**config.mk**
```make
export PLATFORM = sky130hd
export DESIGN_NAME = ksa4_seq_flat
export DESIGN_NICKNAME = d
export VERILOG_FILES = /design/src/rtl/ksa4_ctrl_pkg.sv /design/src/rtl/ksa4_seq_if.sv /design/src/rtl/ksa4_lat_timer.sv /design/src/rtl/ksa4_seq.sv /design/src/flat_wrapper.sv
export SDC_FILE = /design/constraint.sdc
export NUM_CORES = 1
export LEC_CHECK = 0
export BUFFER_PORTS_ARGS = -buffer_cell sky130_fd_sc_hd__buf_4
export CORE_MARGIN = 2
export CORE_UTILIZATION = 36
export DETAILED_ROUTE_END_ITERATION = 16
export SLEW_MARGIN = 20
export SYNTH_ARGS = -nofsm -noshare
export SYNTH_HDL_FRONTEND = slang
export SYNTH_SLANG_ARGS = --single-unit
```
**constraint.sdc**
```tcl
create_clock -name GCLK_Pad -period 4.75 [get_ports GCLK_Pad]
set_clock_uncertainty 0.15 [all_clocks]
set_input_delay 0.95 -clock GCLK_Pad [delete_from_list [all_inputs] [get_ports GCLK_Pad]]
set_output_delay 0.95 -clock GCLK_Pad [all_outputs]
set_load 0.01 [all_outputs]
```
**src/rtl/ksa4_ctrl_pkg.sv**
```systemverilog
// Shared types and constants for the sliced KSA4 sequencer.
package ksa4_ctrl_pkg;

    localparam int SLICE_W   = 4;
    // Wide enough for ADDER_LAT up to 15
    localparam int LAT_CNT_W = 4;

    typedef enum logic [1:0] {
        IDLE  = 2'd0,
        ISSUE = 2'd1,
        WAIT  = 2'd2,
        DONE  = 2'd3
    } state_e;

    // Width of the slice index; at least one bit even for a single slice
    function automatic int idx_w(input int n);
        return (n > 1) ? $clog2(n) : 1;
    endfunction

endpackage

```
**src/rtl/ksa4_seq_if.sv**
```systemverilog
// Operand/result handshake bundle of the KSA4 sequencer.
interface ksa4_seq_if
    import ksa4_ctrl_pkg::*;
#(
    parameter int W = 4 * SLICE_W
);
    logic         in_valid;
    logic         in_ready;
    logic [W-1:0] in_a;
    logic [W-1:0] in_b;
    logic         in_cin;
    logic         out_valid;
    logic         out_ready;
    logic [W-1:0] out_sum;
    logic         out_cout;

    modport master (
        output in_valid, in_a, in_b, in_cin, out_ready,
        input  in_ready, out_valid, out_sum, out_cout
    );

    modport slave (
        input  in_valid, in_a, in_b, in_cin, out_ready,
        output in_ready, out_valid, out_sum, out_cout
    );
endinterface

```
**src/rtl/ksa4_lat_timer.sv**
```systemverilog
// Loadable down-counter: 'sample' is high for one cycle ADDER_LAT cycles after 'load'.
module ksa4_lat_timer
    import ksa4_ctrl_pkg::*;
#(
    parameter int ADDER_LAT = 2
) (
    input  logic clk,
    input  logic rst,
    input  logic load,
    output logic sample
);
    logic [LAT_CNT_W-1:0] cnt_q, cnt_d;
    logic                 armed_q, armed_d;

    // Terminal count reached while armed
    assign sample = armed_q && (cnt_q == '0);

    // Next count: reload on load, count down while armed, disarm at terminal count
    always_comb begin
        cnt_d   = cnt_q;
        armed_d = armed_q;
        if (load) begin
            cnt_d   = LAT_CNT_W'(ADDER_LAT - 1);
            armed_d = 1'b1;
        end else if (armed_q) begin
            if (cnt_q == '0) begin
                armed_d = 1'b0;
            end else begin
                cnt_d = cnt_q - 1'b1;
            end
        end
    end

    // Counter registers with synchronous reset
    always_ff @(posedge clk) begin
        if (rst) begin
            cnt_q   <= '0;
            armed_q <= 1'b0;
        end else begin
            cnt_q   <= cnt_d;
            armed_q <= armed_d;
        end
    end
endmodule

```
**src/rtl/ksa4_seq.sv**
```systemverilog
// Drives a W-bit add through an external pipelined 4-bit adder one slice at a time.
//
//   state | meaning
//   ------+-------------------------------------------------------------
//   IDLE  | ready for operands
//   ISSUE | slice k operands and carry driven to the adder (one cycle)
//   WAIT  | waiting ADDER_LAT cycles for the slice result
//   DONE  | full result presented until out_ready
module ksa4_seq
    import ksa4_ctrl_pkg::*;
#(
    parameter int NSLICE    = 4,
    parameter int ADDER_LAT = 2
) (
    input  logic               GCLK_Pad,
    input  logic               rst_Pad,
    ksa4_seq_if.slave          bus,
    output logic               busy,
    output logic [SLICE_W-1:0] add_a,
    output logic [SLICE_W-1:0] add_b,
    output logic               add_cin,
    input  logic [SLICE_W-1:0] add_sum,
    input  logic               add_cout
);
    localparam int W  = SLICE_W * NSLICE;
    localparam int KW = idx_w(NSLICE);

    state_e             state_q, state_d;
    logic [KW-1:0]      k_q, k_d;
    logic [W-1:0]       a_q, a_d, b_q, b_d, res_q, res_d;
    logic               carry_q, carry_d;
    logic [SLICE_W-1:0] add_a_q, add_a_d, add_b_q, add_b_d;
    logic               add_cin_q, add_cin_d;
    logic               sample;

    ksa4_lat_timer #(.ADDER_LAT(ADDER_LAT)) u_timer (
        .clk    (GCLK_Pad),
        .rst    (rst_Pad),
        .load   (state_q == ISSUE),
        .sample (sample)
    );

    assign bus.in_ready  = (state_q == IDLE);
    assign bus.out_valid = (state_q == DONE);
    assign bus.out_sum   = res_q;
    assign bus.out_cout  = carry_q;
    assign busy          = (state_q != IDLE);
    assign add_a         = add_a_q;
    assign add_b         = add_b_q;
    assign add_cin       = add_cin_q;

    // Next state; adder drive is computed on entry to ISSUE so it is high only during ISSUE
    always_comb begin
        state_d   = state_q;
        k_d       = k_q;
        a_d       = a_q;
        b_d       = b_q;
        res_d     = res_q;
        carry_d   = carry_q;
        add_a_d   = '0;
        add_b_d   = '0;
        add_cin_d = 1'b0;
        case (state_q)
            IDLE: begin
                if (bus.in_valid) begin
                    a_d       = bus.in_a;
                    b_d       = bus.in_b;
                    carry_d   = bus.in_cin;
                    k_d       = '0;
                    res_d     = '0;
                    add_a_d   = bus.in_a[SLICE_W-1:0];
                    add_b_d   = bus.in_b[SLICE_W-1:0];
                    add_cin_d = bus.in_cin;
                    state_d   = ISSUE;
                end
            end
            ISSUE: state_d = WAIT;
            WAIT: begin
                if (sample) begin
                    res_d[int'(k_q)*SLICE_W +: SLICE_W] = add_sum;
                    carry_d = add_cout;
                    if (int'(k_q) < NSLICE - 1) begin
                        k_d       = k_q + 1'b1;
                        add_a_d   = a_q[(int'(k_q) + 1)*SLICE_W +: SLICE_W];
                        add_b_d   = b_q[(int'(k_q) + 1)*SLICE_W +: SLICE_W];
                        add_cin_d = add_cout;
                        state_d   = ISSUE;
                    end else begin
                        state_d = DONE;
                    end
                end
            end
            DONE: begin
                if (bus.out_ready) state_d = IDLE;
            end
            default: state_d = IDLE;
        endcase
    end

    // State and datapath registers with synchronous reset
    always_ff @(posedge GCLK_Pad) begin
        if (rst_Pad) begin
            state_q   <= IDLE;
            k_q       <= '0;
            a_q       <= '0;
            b_q       <= '0;
            res_q     <= '0;
            carry_q   <= 1'b0;
            add_a_q   <= '0;
            add_b_q   <= '0;
            add_cin_q <= 1'b0;
        end else begin
            state_q   <= state_d;
            k_q       <= k_d;
            a_q       <= a_d;
            b_q       <= b_d;
            res_q     <= res_d;
            carry_q   <= carry_d;
            add_a_q   <= add_a_d;
            add_b_q   <= add_b_d;
            add_cin_q <= add_cin_d;
        end
    end
endmodule
```
**src/flat_wrapper.sv**
```systemverilog
// flat-port wrapper written by rule: the top's interface ports become plain ports
module ksa4_seq_flat import ksa4_ctrl_pkg::*;
#(
    parameter int NSLICE    = 4,
    parameter int ADDER_LAT = 2
)
  (GCLK_Pad, rst_Pad, busy, add_a, add_b, add_cin, add_sum, add_cout, bus_in_valid, bus_in_a, bus_in_b, bus_in_cin, bus_out_ready, bus_in_ready, bus_out_valid, bus_out_sum, bus_out_cout);
  ksa4_seq_if bus_i ();
  input  logic GCLK_Pad;
  input  logic rst_Pad;
  output logic busy;
  output logic [SLICE_W-1:0] add_a;
  output logic [SLICE_W-1:0] add_b;
  output logic add_cin;
  input  logic [SLICE_W-1:0] add_sum;
  input  logic add_cout;
  input wire logic [$bits(bus_i.in_valid)-1:0] bus_in_valid;
  input wire logic [$bits(bus_i.in_a)-1:0] bus_in_a;
  input wire logic [$bits(bus_i.in_b)-1:0] bus_in_b;
  input wire logic [$bits(bus_i.in_cin)-1:0] bus_in_cin;
  input wire logic [$bits(bus_i.out_ready)-1:0] bus_out_ready;
  output wire logic [$bits(bus_i.in_ready)-1:0] bus_in_ready;
  output wire logic [$bits(bus_i.out_valid)-1:0] bus_out_valid;
  output wire logic [$bits(bus_i.out_sum)-1:0] bus_out_sum;
  output wire logic [$bits(bus_i.out_cout)-1:0] bus_out_cout;
  assign bus_i.in_valid = bus_in_valid;
  assign bus_i.in_a = bus_in_a;
  assign bus_i.in_b = bus_in_b;
  assign bus_i.in_cin = bus_in_cin;
  assign bus_i.out_ready = bus_out_ready;
  assign bus_in_ready = bus_i.in_ready;
  assign bus_out_valid = bus_i.out_valid;
  assign bus_out_sum = bus_i.out_sum;
  assign bus_out_cout = bus_i.out_cout;
  ksa4_seq #(.NSLICE(NSLICE), .ADDER_LAT(ADDER_LAT)) u_core (.GCLK_Pad(GCLK_Pad), .rst_Pad(rst_Pad), .bus(bus_i), .busy(busy), .add_a(add_a), .add_b(add_b), .add_cin(add_cin), .add_sum(add_sum), .add_cout(add_cout));
endmodule
```
==> results of run 1 <==
==> power by group through the flow <==
stage	registers, mW	clock network (mW)	logic (mW)
6_report	0.535	0.440	0.154
5_1_grt	0.539	0.473	0.171
4_1_cts	0.535	0.454	0.156
3_5_place_dp	0.546	0	0.155
3_3_place_gp	0.546	0	0.153
2_1_floorplan	0.540	0	0.105
==> worst paths after layout <==
kind | start | to | slack (ps) | cells past startpoint
worst min register to register | u_core.a_q[12] | u_core.a_q[12] | 300 | 2
worst max register to register | u_core.k_q[1] | u_core.bus.out_sum[6] | 2120 | 5
worst max-delay path | u_core.k_q[1] | u_core.bus.out_sum[6] | 2120 | 5
worst min-delay path | u_core.a_q[12] | u_core.a_q[12] | 300 | 2
==> Yosys cell counts, types with 2 or more instances <==
library cell,n,area [sq um]
o22a_1,7,61.3
nand2b_1,18,113
a211oi_1,2,15.0
nand2_1,68,255
clkbuf_1,10,37.5
mux2_2,2,22.5
nand4_1,8,50.1
nor2b_1,5,31.3
mux2i_1,21,210
nor3b_1,2,15.0
buf_4,5,37.5
buf_2,9,45.0
and3b_1,2,17.5
inv_1,7,26.3
ha_1,7,87.6
a311oi_1,3,26.3
nor4bb_1,2,20.0
o21ai_0,12,60.1
dfxtp_1,59,1180
nand3_1,6,30.0
a31oi_2,3,37.5
o32ai_1,2,17.5
nor2_1,5,18.8
or3b_2,2,17.5
nor3_1,3,15.0
a21oi_1,32,160
==> flip-flops by register name, indices dropped and copies added (netlist names) <==
| name | count |
|---|---|
| u_core.u_timer.cnt_q | 4 |
| u_core.a_q | 12 |
| u_core.u_timer.armed_q | 1 |
| u_core.b_q | 12 |
| u_core.k_q | 2 |
| u_core.add_a | 4 |
| u_core.add_b | 4 |
| u_core.bus.out_sum | 16 |
| u_core.bus.out_cout | 1 |
| u_core.add_cin | 1 |
| u_core.state_q | 2 |
==> kinds of logic (layout without fill, tap and decap cells) <==
kind of cell             Yosys count  after routing
AND/OR/NAND/NOR                  131            131
multiplexers                      23             23
flip-flops                        59             59
adder cells (fa/ha/maj)            7              7
buffers and inverters             32             96
XOR/XNOR                           1              1
AO/OA/AOI/OAI                     66             66
==> area by class of cell <==
| class | instances | area, sq um | area share, % |
|---|---|---|---|
| clock inverters | 7 | 68.8 | 1.96 |
| clock buffers | 9 | 124 | 3.53 |
| inverters | 7 | 26.3 | 0.749 |
| well taps | 99 | 124 | 3.53 |
| repair buffers | 73 | 548 | 15.6 |
| multi-input cells | 228 | 1440 | 40.9 |
| flip-flops and latches | 59 | 1180 | 33.7 |
==> metal layers <==
layer | global-route usage (%) | part of all wire [%] | wire (um)
met1 | 19.3 | 46 | 3030
met2 | 25.9 | 48 | 3220
met3 | 5.39 | 4.7 | 315
met4 | 5.30 | 1.1 | 70
met5 | 0 | 0 | 0
==> stage by stage <==
stage	util [%]	worst slack, ps
floorplan	-	2530
global placement	45.1	2010
detailed placement	45.1	1910
CTS	47.8	1830
global route	47.9	1980
finish	47.9	2120
==> critical path, delay by kind of cell (launching register included) <==
kind | cells | cell delay (ps)
AND/OR/NAND/NOR | 2 | 910
adder cells (fa/ha/maj) | 1 | 380
buffers and inverters | 1 | 200
multiplexers | 1 | 170
flip-flops | 1 | 740
==> metrics.md, run 1 <==
| Metric | Value |
|---|---|
| Largest family of logic cells by synthesized area | simple AND/OR/NAND/NOR gates |
| DP Cell Count | 466 |
| CTS max path bufs | 2 |
| WP data arrival | 2740 ps |
| Final nets | 427 |
| Sw Ratio | 26.3% |
| Asr flop ratio synth | 0% |
| Most used DFF post-synth | dfxtp_1 |
| Layout cell share with drive strength beyond 1 | 26.6% |
| Maximum number of pins on one net before global-route repair | 59 |
| First-pass GRT wire length | 10500 um |
| Initial antenna violation count | 0 |
| Hpwl dp | 4540 um |
| Critical Path RT | 4860 ps |
| Synth Area in Adders | 3.17% |
| Fmax achieved | 0.381 GHz |
| Grt ovf | 0 |
| Post-CTS setup buffers | 0 |
| CP max stage cell | dfxtp_1 |
| Period utilization | 55.3% |
| Flop pwr share | 47.4% |
| Gr usage total | 15.8% |
| WHS | 303 ps |
| Worst path max stage delay | 740 ps |
| DRT iter0 DRCs | 96 |
| Net load switching power | 298 uW |
| I/O Pins | 71 |
| Commonest non-fill, non-tap cells in the layout | 73 x buf_4, 68 x nand2_1, 59 x dfxtp_1, 32 x a21oi_1, 21 x mux2i_1 |
| Fin area | 0.00351 sq mm |
| XOR/XNOR Fraction of Synth Area | 0.317% |
| Drt wl/cell | 13.8 um |
| Yosys reg bits | 59 |
| First drt pass iteration count | 4 |
| Final hold vios | 0 |
| Post-Synth Simple-Gate Area | 24.7% |
| Syn_area_per_cell | 8.66 sq um |
| Syn Inst Count | 319 |
| Commonest non-fill, non-tap cell in the layout | buf_4 |
| Final TNS setup | 0 ps |
| CTS Buf Count | 9 |
| Least-Margin Pin Slew | 980 ps |
| Ant diodes | 0 |
| CTS tree | built |
| Slew margin rel. | 34.5% |
| Worst-Skew Late Latency | 330 ps |
| Post-synth cell types | 43 |
| H-tree depth | 3 |
| Post-synth EDFFs | 0 |
| Synth Warn # | 0 |
| Clock power share | 39.0% |
| Final routed DRC violation total | 0 |
| Syn_nets | 368 |
| Mux cell area share after synthesis | 8.43% |
| # port buffers | 70 |
| Dpl cell area | 0.00331 sq mm |
| Remaining antenna violation count | 0 |
| Critical path class | reg2reg |
| GPL Wtd Cong | 0.774 |
| P_int | 833 uW |
| Initial core utilization | 37.7% |
| Pins Over Slew Limit | 0 |
| Die ar. | 0.00839 sq mm |
| P&R area growth vs syn | 27.1% |
| Vias/cell | 4.96 |
| CP Capture Type | flip-flop |
| Gate power share | 13.7% |
| Clk root buf | clkbuf_8 |
| Hold_buf cts | 0 |
| Die height | 91.6 um |
| Post-Route WL | 6630 um |
| Worst setup SP type | flip-flop |
| RSZ-0062 raised after global routing | no |
| Clock transition at path regs | 70 ps |
| CP cell instances | inv_1, ha_1, nor4bb_2, nand4_1, mux2i_1 |
| Sequential share of the synthesized area | 42.8% |
| Max-Cap Viols | 0 |
| PostCTS Resize Cnt | 0 |
| Fillcell total | 744 |
| Vias in the first global route | 2274 |
| Vias | 2392 |
| Core area | 0.00733 sq mm |
| Std cell rows | 31 |
| Post-Layout Cell Count | 482 |
| Status | finished, final reports clean |
| Final setup vio count | 0 |
| Max FO, Critical Path | 19 |
| Min cycle time layout | 2630 ps |
| Mapped cell area | 0.00276 sq mm |
| Final Power | 1.13 mW |
| Worst VDD drop | 0.000176 V |
| Die Span X | 91.6 um |
| CTS Sinks | 59 |
| Worst Hold Class | reg2reg |
| Static leakage | 1.39 nW |
| PwrDens | 322 mW/mm^2 |
| Fraction of the mapped netlist area in compound gates | 15.2% |
(Power assumes the default switching activity.)
==> run 2, diff against run 1 <==
Clock period 4.75 ns to 2.2 ns, I/O delays scaled along.
==> run 2 against run 1 <==
Sequential power is 120% higher. Global-route usage is 0.57 points higher. Maximum frequency is 32% higher. Non-clock buffer count is 8 higher. Core utilization is 0.85 points higher. Largest power group unchanged. Die area stayed put. Via count is 0.25% higher. Critical path type unchanged. Wire length is 0.59% lower. Worst setup slack worse by 1900 ps.
==> metrics.md, run 2 (synthesis results as in run 1) <==
| Metric | Value |
|---|---|
| Wire length on met3 | 233 um |
| Post-layout util | 48.7% |
| Least-Margin Pin Slew | 543 ps |
| CTS max path bufs | 2 |
| P&R area growth vs syn | 29.3% |
| Final routed DRC violation total | 0 |
| DRT iter0 DRCs | 110 |
| Period utilization | 90.4% |
| Length of routed met2 wiring | 3030 um |
| Core area | 0.00733 sq mm |
| WP data arrival | 2090 ps |
| WHS | 150 ps |
| Register-to-register setup slack | 210 ps |
| H-tree depth | 3 |
| Initial core utilization | 37.7% |
| Std cell rows | 31 |
| CP Capture Type | flip-flop |
| RSZ-0062 raised after global routing | no |
| Multi-input gate area | 0.00143 sq mm |
| Grt ovf | 0 |
| Slew margin rel. | 63.8% |
| Worst setup SP type | flip-flop |
| CP max stage cell | or4_1 |
| Final hold vios | 0 |
| Layout cell share with drive strength beyond 1 | 27.8% |
| Post-CTS setup buffers | 0 |
| Vias/cell | 4.91 |
| Commonest non-fill, non-tap cell in the layout | buf_4 |
| Initial antenna violation count | 0 |
| First-pass GRT wire length | 11000 um |
| Routed met1 length | 3230 um |
| Hpwl dp | 4690 um |
| Remaining antenna violation count | 0 |
| Top routing layer in use | met4 |
| Gr usage total | 16.4% |
| Ant diodes | 0 |
| PwrDens | 706 mW/mm^2 |
| CTS tree | built |
| Die ar. | 0.00839 sq mm |
| Vias | 2398 |
| Register area | 0.00118 sq mm |
| Vias in the first global route | 2314 |
| Max-Cap Viols | 0 |
| CP cell instances | nand2b_1, or4_1, o21ai_0 |
| Worst path max stage delay | 700 ps |
| Max reg flops | 16 |
| Final TNS setup | 0 ps |
| CTS Buf Count | 9 |
| Drt wl/cell | 13.5 um |
| Clk root buf | clkbuf_8 |
| I/O Pins | 71 |
| Commonest non-fill, non-tap cells in the layout | 81 x buf_4, 68 x nand2_1, 58 x dfxtp_1, 32 x a21oi_1, 21 x mux2i_1 |
| Clock transition at path regs | 70 ps |
| Worst VDD drop | 0.000298 V |
| Pins Over Slew Limit | 0 |
| Max FO, Critical Path | 11 |
| Fillcell total | 728 |
| Min cycle time layout | 1990 ps |
| Critical Path RT | 2300 ps |
| Delay-heaviest family, CP | simple AND/OR/NAND/NOR gates |
| Critical path class | reg2reg |
| # port buffers | 70 |
| CTS Sinks | 59 |
| Fmax achieved | 0.503 GHz |
| Static leakage | 1.44 nW |
| Worst-Skew Late Latency | 330 ps |
| Status | finished, final reports clean |
| Final nets | 435 |
| Final setup vio count | 0 |
| First drt pass iteration count | 4 |
| Worst Hold Class | in2reg |
| Die height | 91.6 um |
| Die Span X | 91.6 um |
| GPL Wtd Cong | 0.766 |
| Crit path buf inv count | 0 |
| Post-Route WL | 6600 um |
| Maximum number of pins on one net before global-route repair | 27 |
[run 2: cell count changes in the layout (fill, tap and decap cells not counted)]
cell        previous run  this run
clkinv_4               1         0
buf_4                 73        81
clkbuf_8               9        12
nor4bb_1               1         2
clkinvlp_4             2         0
dfxtp_2                0         1
nor4bb_2               1         0
clkinv_2               3         1
dfxtp_1               59        58
[run 2: path summary, 6_finish.rpt]
kind                     start              end  cells after the start
max          u_core.state_q[1]  u_core.add_a[0]                      3
min                bus_in_b[3]  u_core.add_b[3]                      3
max reg2reg  u_core.state_q[1]  u_core.add_a[0]                      3
min reg2reg      u_core.a_q[5]    u_core.a_q[5]                      2
[run 2: cell type report]
type | instances | area share (%)
Multi-Input combinational cell | 228 | 40.0
Sequential cell | 59 | 33.1
Timing Repair Buffer | 81 | 17.0
Clock buffer | 12 | 4.63
Tap cell | 99 | 3.47
Clock inverter | 2 | 0.981
Inverter | 7 | 0.736
[run 2: where the power goes]
| part | switching [mW] | internal, mW |
|---|---|---|
| combinational | 0.175 | 0.170 |
| sequential | 0.0369 | 1.12 |
| clock | 0.419 | 0.602 |
| total | 0.631 | 1.89 |
[run 2: repair_timing]
item                       CTS  global route
hold buffers                 0             0
gates resized for setup      0             1
setup endpoints to repair    0             4
[run 2: worst min-delay path, cell delays in order]
cell     delay (ps)
buf_4            80
nand2_1          30
o21ai_0          50
[run 2: through the flow]
stage | instance area, sq um | worst slack (ps) | total power, mW | instances
2_1_floorplan | 2760 | 69.9 | 1.39 | 319
3_3_place_gp | 3370 | 234 | 1.52 | 474
3_5_place_dp | 3370 | 188 | 1.53 | 474
4_1_cts | 3570 | 148 | 2.54 | 488
5_1_grt | 3570 | 77.1 | 2.62 | 488
6_report | 3570 | 211 | 2.52 | 488
[run 2: layer usage]
metal	up-vias	global-route usage, %
met5	-	0
met4	0	7.20
met3	9	3.07
met2	47	25.6
met1	1098	22.0
li1	1244	-
